===== config.mk =====
export PLATFORM = sky130hd
export DESIGN_NAME = rx_perf_meas_multi
export DESIGN_NICKNAME = d
export VERILOG_FILES = /design/src/rtl/rx_perf_meas_multi.sv
export SDC_FILE = /design/constraint.sdc
export NUM_CORES = 2
export LEC_CHECK = 0
export ABC_AREA = 1
export BUFFER_PORTS_ARGS = -buffer_cell sky130_fd_sc_hd__buf_2
export CAP_MARGIN = 20
export CORE_MARGIN = 10
export CORE_UTILIZATION = 35
export DETAILED_ROUTE_END_ITERATION = 8
export PLACE_DENSITY_LB_ADDON = 0.15
export SETUP_SLACK_MARGIN = 0.15
export SLEW_MARGIN = 30
export SYNTH_ARGS = -nofsm -noshare
export SYNTH_HDL_FRONTEND = slang
export SYNTH_SLANG_ARGS = --single-unit

===== constraint.sdc =====
create_clock -name sys_clk -period 17.95 [get_ports sys_clk]
set_clock_uncertainty 0.1 [all_clocks]
set_input_delay 3.59 -clock sys_clk [delete_from_list [all_inputs] [get_ports sys_clk]]
set_output_delay 3.59 -clock sys_clk [all_outputs]
set_load 0.03 [all_outputs]

===== src/rtl/rx_perf_meas_multi.sv =====
// Per-rail 4-ASK measurement over 2^LOG2_N-symbol windows: slicer reference, decisions, power, MSE, DC error.
// Define RX_PERF_PEAK_ERR_EN to add the per-rail peak |err| output peak_err.
module rx_perf_meas_multi #(
    parameter int DATA_W = 18,
    parameter int NCH    = 2,
    parameter int LOG2_N = 8
) (
    input  logic                  sys_clk,
    input  logic                  reset_n,
    input  logic                  sym_clk_en,
    input  logic                  start,
    input  logic                  cont,
    input  logic [NCH*DATA_W-1:0] rx_in,
    output logic [2*NCH-1:0]      rx_data,
    output logic [NCH*DATA_W-1:0] ref_level,
    output logic [NCH*DATA_W-1:0] avg_power,
    output logic [NCH*DATA_W-1:0] mse,
    output logic [NCH*DATA_W-1:0] dc_err,
`ifdef RX_PERF_PEAK_ERR_EN
    output logic [NCH*DATA_W-1:0] peak_err,
`endif
    output logic                  meas_valid,
    output logic                  busy
);
    localparam int EW    = DATA_W + 1;
    localparam int SW    = DATA_W + 2;
    localparam int ACC_W = DATA_W + LOG2_N + 1;
    localparam logic [DATA_W-1:0] MAX_POS = {1'b0, {(DATA_W-1){1'b1}}};

    typedef enum logic [1:0] {IDLE, ACQ, MEAS} state_t;
    state_t state, state_nxt;
    logic [LOG2_N-1:0] sym_cnt;
    logic win_end;

    assign win_end = sym_clk_en && (sym_cnt == '1);
    assign busy    = (state != IDLE);

    always_comb begin
        state_nxt = state;
        unique case (state)
            IDLE:    if (start) state_nxt = ACQ;
            ACQ:     if (win_end) state_nxt = MEAS;
            MEAS:    if (win_end && !cont) state_nxt = IDLE;
            default: state_nxt = IDLE;
        endcase
    end

    always_ff @(posedge sys_clk or negedge reset_n) begin
        if (!reset_n) begin
            state   <= IDLE;
            sym_cnt <= '0;
        end else begin
            state <= state_nxt;
            if (state == IDLE)   sym_cnt <= '0;
            else if (sym_clk_en) sym_cnt <= sym_cnt + 1'b1;
        end
    end

    // Square keeping product bits [2*DATA_W-2 -: DATA_W], saturated to the positive maximum
    function automatic logic [DATA_W-1:0] sq_sat(input logic signed [EW-1:0] v);
        logic signed [2*EW-1:0] ve, p;
        ve = {{EW{v[EW-1]}}, v};
        p  = ve * ve;
        if (p[2*EW-1:2*DATA_W-2] != '0) return MAX_POS;
        return p[2*DATA_W-2 -: DATA_W];
    endfunction

    // Stage 1: input register
    logic s1_vld, s1_meas, s1_last;
    logic signed [DATA_W-1:0] s1_x [NCH];

    always_ff @(posedge sys_clk or negedge reset_n) begin
        if (!reset_n) begin
            s1_vld  <= 1'b0;
            s1_meas <= 1'b0;
            s1_last <= 1'b0;
            for (int unsigned k = 0; k < NCH; k++) s1_x[k] <= '0;
        end else begin
            s1_vld <= sym_clk_en && busy;
            if (sym_clk_en && busy) begin
                s1_meas <= (state == MEAS);
                s1_last <= (sym_cnt == '1);
                for (int unsigned k = 0; k < NCH; k++) s1_x[k] <= rx_in[k*DATA_W +: DATA_W];
            end
        end
    end

    // Stage 2: slice against the current reference and form the error
    logic [1:0]               dec_c [NCH];
    logic signed [EW-1:0]     err_c [NCH];
    logic [DATA_W-1:0]        mag_c [NCH];

    always_comb begin
        logic signed [SW-1:0] xe, te, half, lvl3, lvl, diff, negx;
        xe = '0; te = '0; half = '0; lvl3 = '0; lvl = '0; diff = '0; negx = '0;
        for (int unsigned k = 0; k < NCH; k++) begin
            xe   = {{2{s1_x[k][DATA_W-1]}}, s1_x[k]};
            te   = {2'b00, ref_level[k*DATA_W +: DATA_W]};
            half = te >>> 1;
            lvl3 = te + half;
            if (xe >= te) begin
                dec_c[k] = 2'b11;
                lvl      = lvl3;
            end else if (!xe[SW-1]) begin
                dec_c[k] = 2'b10;
                lvl      = half;
            end else if (xe >= -te) begin
                dec_c[k] = 2'b01;
                lvl      = -half;
            end else begin
                dec_c[k] = 2'b00;
                lvl      = -lvl3;
            end
            diff     = xe - lvl;
            err_c[k] = diff[EW-1:0];
            negx     = -xe;
            mag_c[k] = xe[SW-1] ? negx[DATA_W-1:0] : xe[DATA_W-1:0];
        end
    end

    logic s2_vld, s2_meas, s2_last;
    logic signed [DATA_W-1:0] s2_x   [NCH];
    logic signed [EW-1:0]     s2_err [NCH];
    logic [DATA_W-1:0]        s2_mag [NCH];

    always_ff @(posedge sys_clk or negedge reset_n) begin
        if (!reset_n) begin
            s2_vld  <= 1'b0;
            s2_meas <= 1'b0;
            s2_last <= 1'b0;
            rx_data <= '0;
            for (int unsigned k = 0; k < NCH; k++) begin
                s2_x[k]   <= '0;
                s2_err[k] <= '0;
                s2_mag[k] <= '0;
            end
        end else begin
            s2_vld <= s1_vld;
            if (s1_vld) begin
                s2_meas <= s1_meas;
                s2_last <= s1_last;
                for (int unsigned k = 0; k < NCH; k++) begin
                    s2_x[k]   <= s1_x[k];
                    s2_err[k] <= err_c[k];
                    s2_mag[k] <= mag_c[k];
                    if (s1_meas) rx_data[2*k +: 2] <= dec_c[k];
                end
            end
        end
    end

    // Stage 3: square, accumulate, and at window end publish the means
    logic signed [ACC_W-1:0] acc_abs [NCH], acc_pow [NCH], acc_mse [NCH], acc_err [NCH];
    logic signed [ACC_W-1:0] nxt_abs [NCH], nxt_pow [NCH], nxt_mse [NCH], nxt_err [NCH];
    logic [DATA_W-1:0]       mean_abs [NCH], mean_pow [NCH], mean_mse [NCH], mean_err [NCH];
`ifdef RX_PERF_PEAK_ERR_EN
    logic [DATA_W-1:0]       aerr_c [NCH], acc_peak [NCH], nxt_peak [NCH];
`endif

    always_comb begin
        logic signed [ACC_W-1:0] sh_abs, sh_pow, sh_mse, sh_err;
        sh_abs = '0; sh_pow = '0; sh_mse = '0; sh_err = '0;
        for (int unsigned k = 0; k < NCH; k++) begin
            nxt_abs[k] = acc_abs[k] + $signed({{(ACC_W-DATA_W){1'b0}}, s2_mag[k]});
            nxt_pow[k] = acc_pow[k] + $signed({{(ACC_W-DATA_W){1'b0}}, sq_sat({s2_x[k][DATA_W-1], s2_x[k]})});
            nxt_mse[k] = acc_mse[k] + $signed({{(ACC_W-DATA_W){1'b0}}, sq_sat(s2_err[k])});
            nxt_err[k] = acc_err[k] + $signed({{(ACC_W-EW){s2_err[k][EW-1]}}, s2_err[k]});
            sh_abs = nxt_abs[k] >>> LOG2_N;
            sh_pow = nxt_pow[k] >>> LOG2_N;
            sh_mse = nxt_mse[k] >>> LOG2_N;
            sh_err = nxt_err[k] >>> LOG2_N;
            // mean |x| of a full-scale negative rail is 2^(DATA_W-1); clamp so T stays positive
            mean_abs[k] = (sh_abs[ACC_W-1:DATA_W-1] != '0) ? MAX_POS : sh_abs[DATA_W-1:0];
            mean_pow[k] = sh_pow[DATA_W-1:0];
            mean_mse[k] = sh_mse[DATA_W-1:0];
            mean_err[k] = sh_err[DATA_W-1:0];
        end
    end

`ifdef RX_PERF_PEAK_ERR_EN
    always_comb begin
        logic signed [EW-1:0] nege, ae;
        nege = '0; ae = '0;
        for (int unsigned k = 0; k < NCH; k++) begin
            nege      = -s2_err[k];
            ae        = s2_err[k][EW-1] ? nege : s2_err[k];
            aerr_c[k] = (ae[EW-1:DATA_W-1] != '0) ? MAX_POS : ae[DATA_W-1:0];
            nxt_peak[k] = (aerr_c[k] > acc_peak[k]) ? aerr_c[k] : acc_peak[k];
        end
    end
`endif

    always_ff @(posedge sys_clk or negedge reset_n) begin
        if (!reset_n) begin
            meas_valid <= 1'b0;
            ref_level  <= '0;
            avg_power  <= '0;
            mse        <= '0;
            dc_err     <= '0;
`ifdef RX_PERF_PEAK_ERR_EN
            peak_err   <= '0;
            for (int unsigned k = 0; k < NCH; k++) acc_peak[k] <= '0;
`endif
            for (int unsigned k = 0; k < NCH; k++) begin
                acc_abs[k] <= '0;
                acc_pow[k] <= '0;
                acc_mse[k] <= '0;
                acc_err[k] <= '0;
            end
        end else begin
            meas_valid <= 1'b0;
            if (s2_vld) begin
                if (s2_last && s2_meas) meas_valid <= 1'b1;
                for (int unsigned k = 0; k < NCH; k++) begin
                    if (s2_last) begin
                        acc_abs[k] <= '0;
                        acc_pow[k] <= '0;
                        acc_mse[k] <= '0;
                        acc_err[k] <= '0;
                        ref_level[k*DATA_W +: DATA_W] <= mean_abs[k];
`ifdef RX_PERF_PEAK_ERR_EN
                        acc_peak[k] <= '0;
`endif
                        if (s2_meas) begin
                            avg_power[k*DATA_W +: DATA_W] <= mean_pow[k];
                            mse[k*DATA_W +: DATA_W]       <= mean_mse[k];
                            dc_err[k*DATA_W +: DATA_W]    <= mean_err[k];
`ifdef RX_PERF_PEAK_ERR_EN
                            peak_err[k*DATA_W +: DATA_W]  <= nxt_peak[k];
`endif
                        end
                    end else begin
                        acc_abs[k] <= nxt_abs[k];
                        if (s2_meas) begin
                            acc_pow[k] <= nxt_pow[k];
                            acc_mse[k] <= nxt_mse[k];
                            acc_err[k] <= nxt_err[k];
`ifdef RX_PERF_PEAK_ERR_EN
                            acc_peak[k] <= nxt_peak[k];
`endif
                        end
                    end
                end
            end
        end
    end
endmodule


==> summary.md <==
| Metric | Value |
|---|---|
| Cts hold-fix bufs | `0` |
| Avg WL per Cell | `19.2 µm` |
| Die area | `0.257 mm²` |
| Root Driver | `clkbuf_16` |
| Element type at the critical path end | `flop` |
| GRT Util Overall | `20.0%` |
| Post-DP HPWL | `213 mm` |
| Top post-synthesis cells by area | `fa_1 30%, dfrtp_1 16%, ha_1 12%, inv_1 10%, nand2_1 10%` |
| Crit path time final | `9.68 ns` |
| Final Setup Violations | `0` |
| Total gr overflow | `0` |
| Largest net degree at the start of global routing | `138` |
| Initial antenna violation count | `13` |
| Post-cts resize count | `0` |
| Number of distinct library cells after synthesis | `75` |
| Die height | `507 µm` |
| Worst setup SP type | `flop` |
| Synth cell count leaders | `2217 x inv_1, 2209 x nand2_1, 1262 x fa_1, 799 x ha_1, 519 x dfrtp_1` |
| Area growth syn-to-layout | `8.40%` |
| Yosys reg bits | `519` |
| CTS Sinks | `519` |
| Crit path buf inv count | `5` |
| Postcts setup bufs | `0` |
| Status | `finished clean` |
| Sequential share of the synthesized area | `15.6%` |
| Io pins | `191` |
| Mapped Cells | `10300` |
| Final ANT Viol Nets | `0` |
| Initial Util | `35.2%` |
| TritonCTS clock tree | `done` |
| Hold Path Class | `reg2reg` |
| I/O Buffers | `190` |
| Routability cong. | `0.913` |
| WL final | `260 mm` |
| Peak fanout along the critical path | `19` |
| Max-slew violations | `0` |
| Family with the most delay on the worst path | `adder cells` |
| DRC Markers | `0` |
| Initial DRC count | `3986` |
| EDFF count, synth | `0` |
| Top-count cell post-synth | `inv_1` |
| Final Cycle Share | `53.9%` |
| Final hold viol count | `0` |
| Slew margin rel. | `34.9%` |
| Max cap viols | `0` |
| Layout cells sized above 1 | `5.48%` |
| Post-Syn Area | `0.0831 mm²` |
| Global-route wire length before repair | `411 mm` |
| Row Count | `178` |
| Kind of critical path | `reg2reg` |
| Asr flop ratio synth | `100%` |
| CP required | `18.39 ns` |
| Nets | `12400` |
| RSZ-0062 raised after global routing | `no` |
| Core ar. | `0.236 mm²` |
| Drt first pass iters | `6` |
| Vias in the first global route | `70200` |
| Clock buffer depth | `3` |
| Vias per cell | `4.93` |
| Worst-Margin Slew | `0.976 ns` |
| H-tree depth | `3` |
| Area leader, netlist | `fa_1` |
| Diode count | `0` |
| WP data arrival | `10.12 ns` |
| Most frequent CP cell | `nand2_1` |
| Die W | `507 µm` |
| Setup TNS Final | `0 ns` |
| Area occupied by multi-input gates | `0.0606 mm²` |
| Area occupied by registers | `0.0130 mm²` |
| Highest Clock Rate | `103 MHz` |
| Main flop type after synthesis | `dfrtp_1` |
| Total CTS buffers | `71` |
| Worst skew pair latency | `0.70 ns` |
| Synth warnings | `0` |
| CP max stage cell | `dfrtp_1` |
| Clock transition at path regs | `0.06 ns` |
| Post-synth top area share | `30.4%` |
| Via Count | `66600` |
| Avg Inst Size Synth | `8.11 µm²` |
| Fillcell total | `24400` |
| Worst path max stage delay | `0.91 ns` |
[layer usage]
layer / vias up / GRT usage, % / share of wire [%]
li1: 31900 / - / -
met3: 248 / 2.78 / 4.9
met5: - / 0 / 0.0046
met4: 2 / 4.34 / 2.3
met1: 33100 / 28.6 / 48
met2: 1367 / 32.3 / 45
[layout by cell type (no fill, tap or decap), drive strengths merged, types with 55 or more instances in the layout]
master / n
nand3: 338
buf: 280
o21ai: 545
dfrtp: 519
fa: 1262
nand4: 79
xor2: 235
nor2: 491
clkbuf: 90
nand2: 2233
xnor2: 126
inv: 2251
or2: 55
ha: 799
nor3: 80
a21oi: 503
[layout make-up]
class | instances | area share [%]
inverters | 2253 | 9.39
repair buffers | 280 | 1.86
clock buffers | 90 | 2.16
well taps | 3150 | 4.37
multi-input cells | 7196 | 67.2
clock inverters | 36 | 0.548
flip-flops and latches | 519 | 14.4
[worst reg2reg max path, delay by kind of cell, from the launching register on]
kind                       cells  cell delay [ns]
DFF                            1             0.91
AOI/OAI and AO/OA              8             1.66
adders and majority gates      8             3.89
xor gates and xnor gates       2             0.91
and+or+nand+nor               11             1.84
buffers and inverters          5             0.26
[sequential cells by signal (all words and copies together) (netlist names), 2 cells and up]
signal     flops
s1_x          36
ref_level     36
avg_power     36
acc_mse       52
sym_cnt        8
acc_abs       54
s2_mag        34
state          2
rx_data        4
s2_err        38
dc_err        36
acc_pow       52
mse           36
s2_x          36
acc_err       52
[cells by family (layout without fill, tap and decap cells)]
kind of cell	after synthesis	count (layout)	share of synthesized area, %
other cells	1	4	0.00451
flops	519	519	15.6
compound gates	1412	1412	9.82
buf+inv	2538	2659	11.6
simple gates	3358	3358	16.7
xor+xnor	361	361	3.84
fa+ha+maj	2061	2061	42.4
[worst paths after layout]
kind,slack [ns],start,end,depth (start not counted)
worst max-delay path,8.27,s2_x[14],acc_pow[12],34
worst min-delay path,0.37,s1_x[35],rx_data[1],1
worst max register to register,8.27,s2_x[14],acc_pow[12],34
worst min register to register,0.37,s1_x[35],rx_data[1],1
max in group asynchronous,11.57,reset_n,s2_x[5],5
min in group asynchronous,2.80,reset_n,avg_power[11],1
[through the flow]
step / instance area, µm² / instances / hold slack (ns) / util, % / setup WS (ns)
after floorplan: 83100 / 10300 / 0.315 / - / 9.25
after global placement: 87600 / 13400 / 0.352 / 37.1 / 8.29
after detailed placement: 87700 / 13400 / 0.362 / 37.2 / 8.17
after CTS: 90100 / 13500 / 0.370 / 38.2 / 8.16
after global routing: 90100 / 13500 / 0.387 / 38.2 / 7.55
final: 90100 / 13500 / 0.365 / 38.2 / 8.27
Power is left out: the tool's default activity adds up to more than one toggle a clock period on the data nets, which glitch-free logic cannot reach.
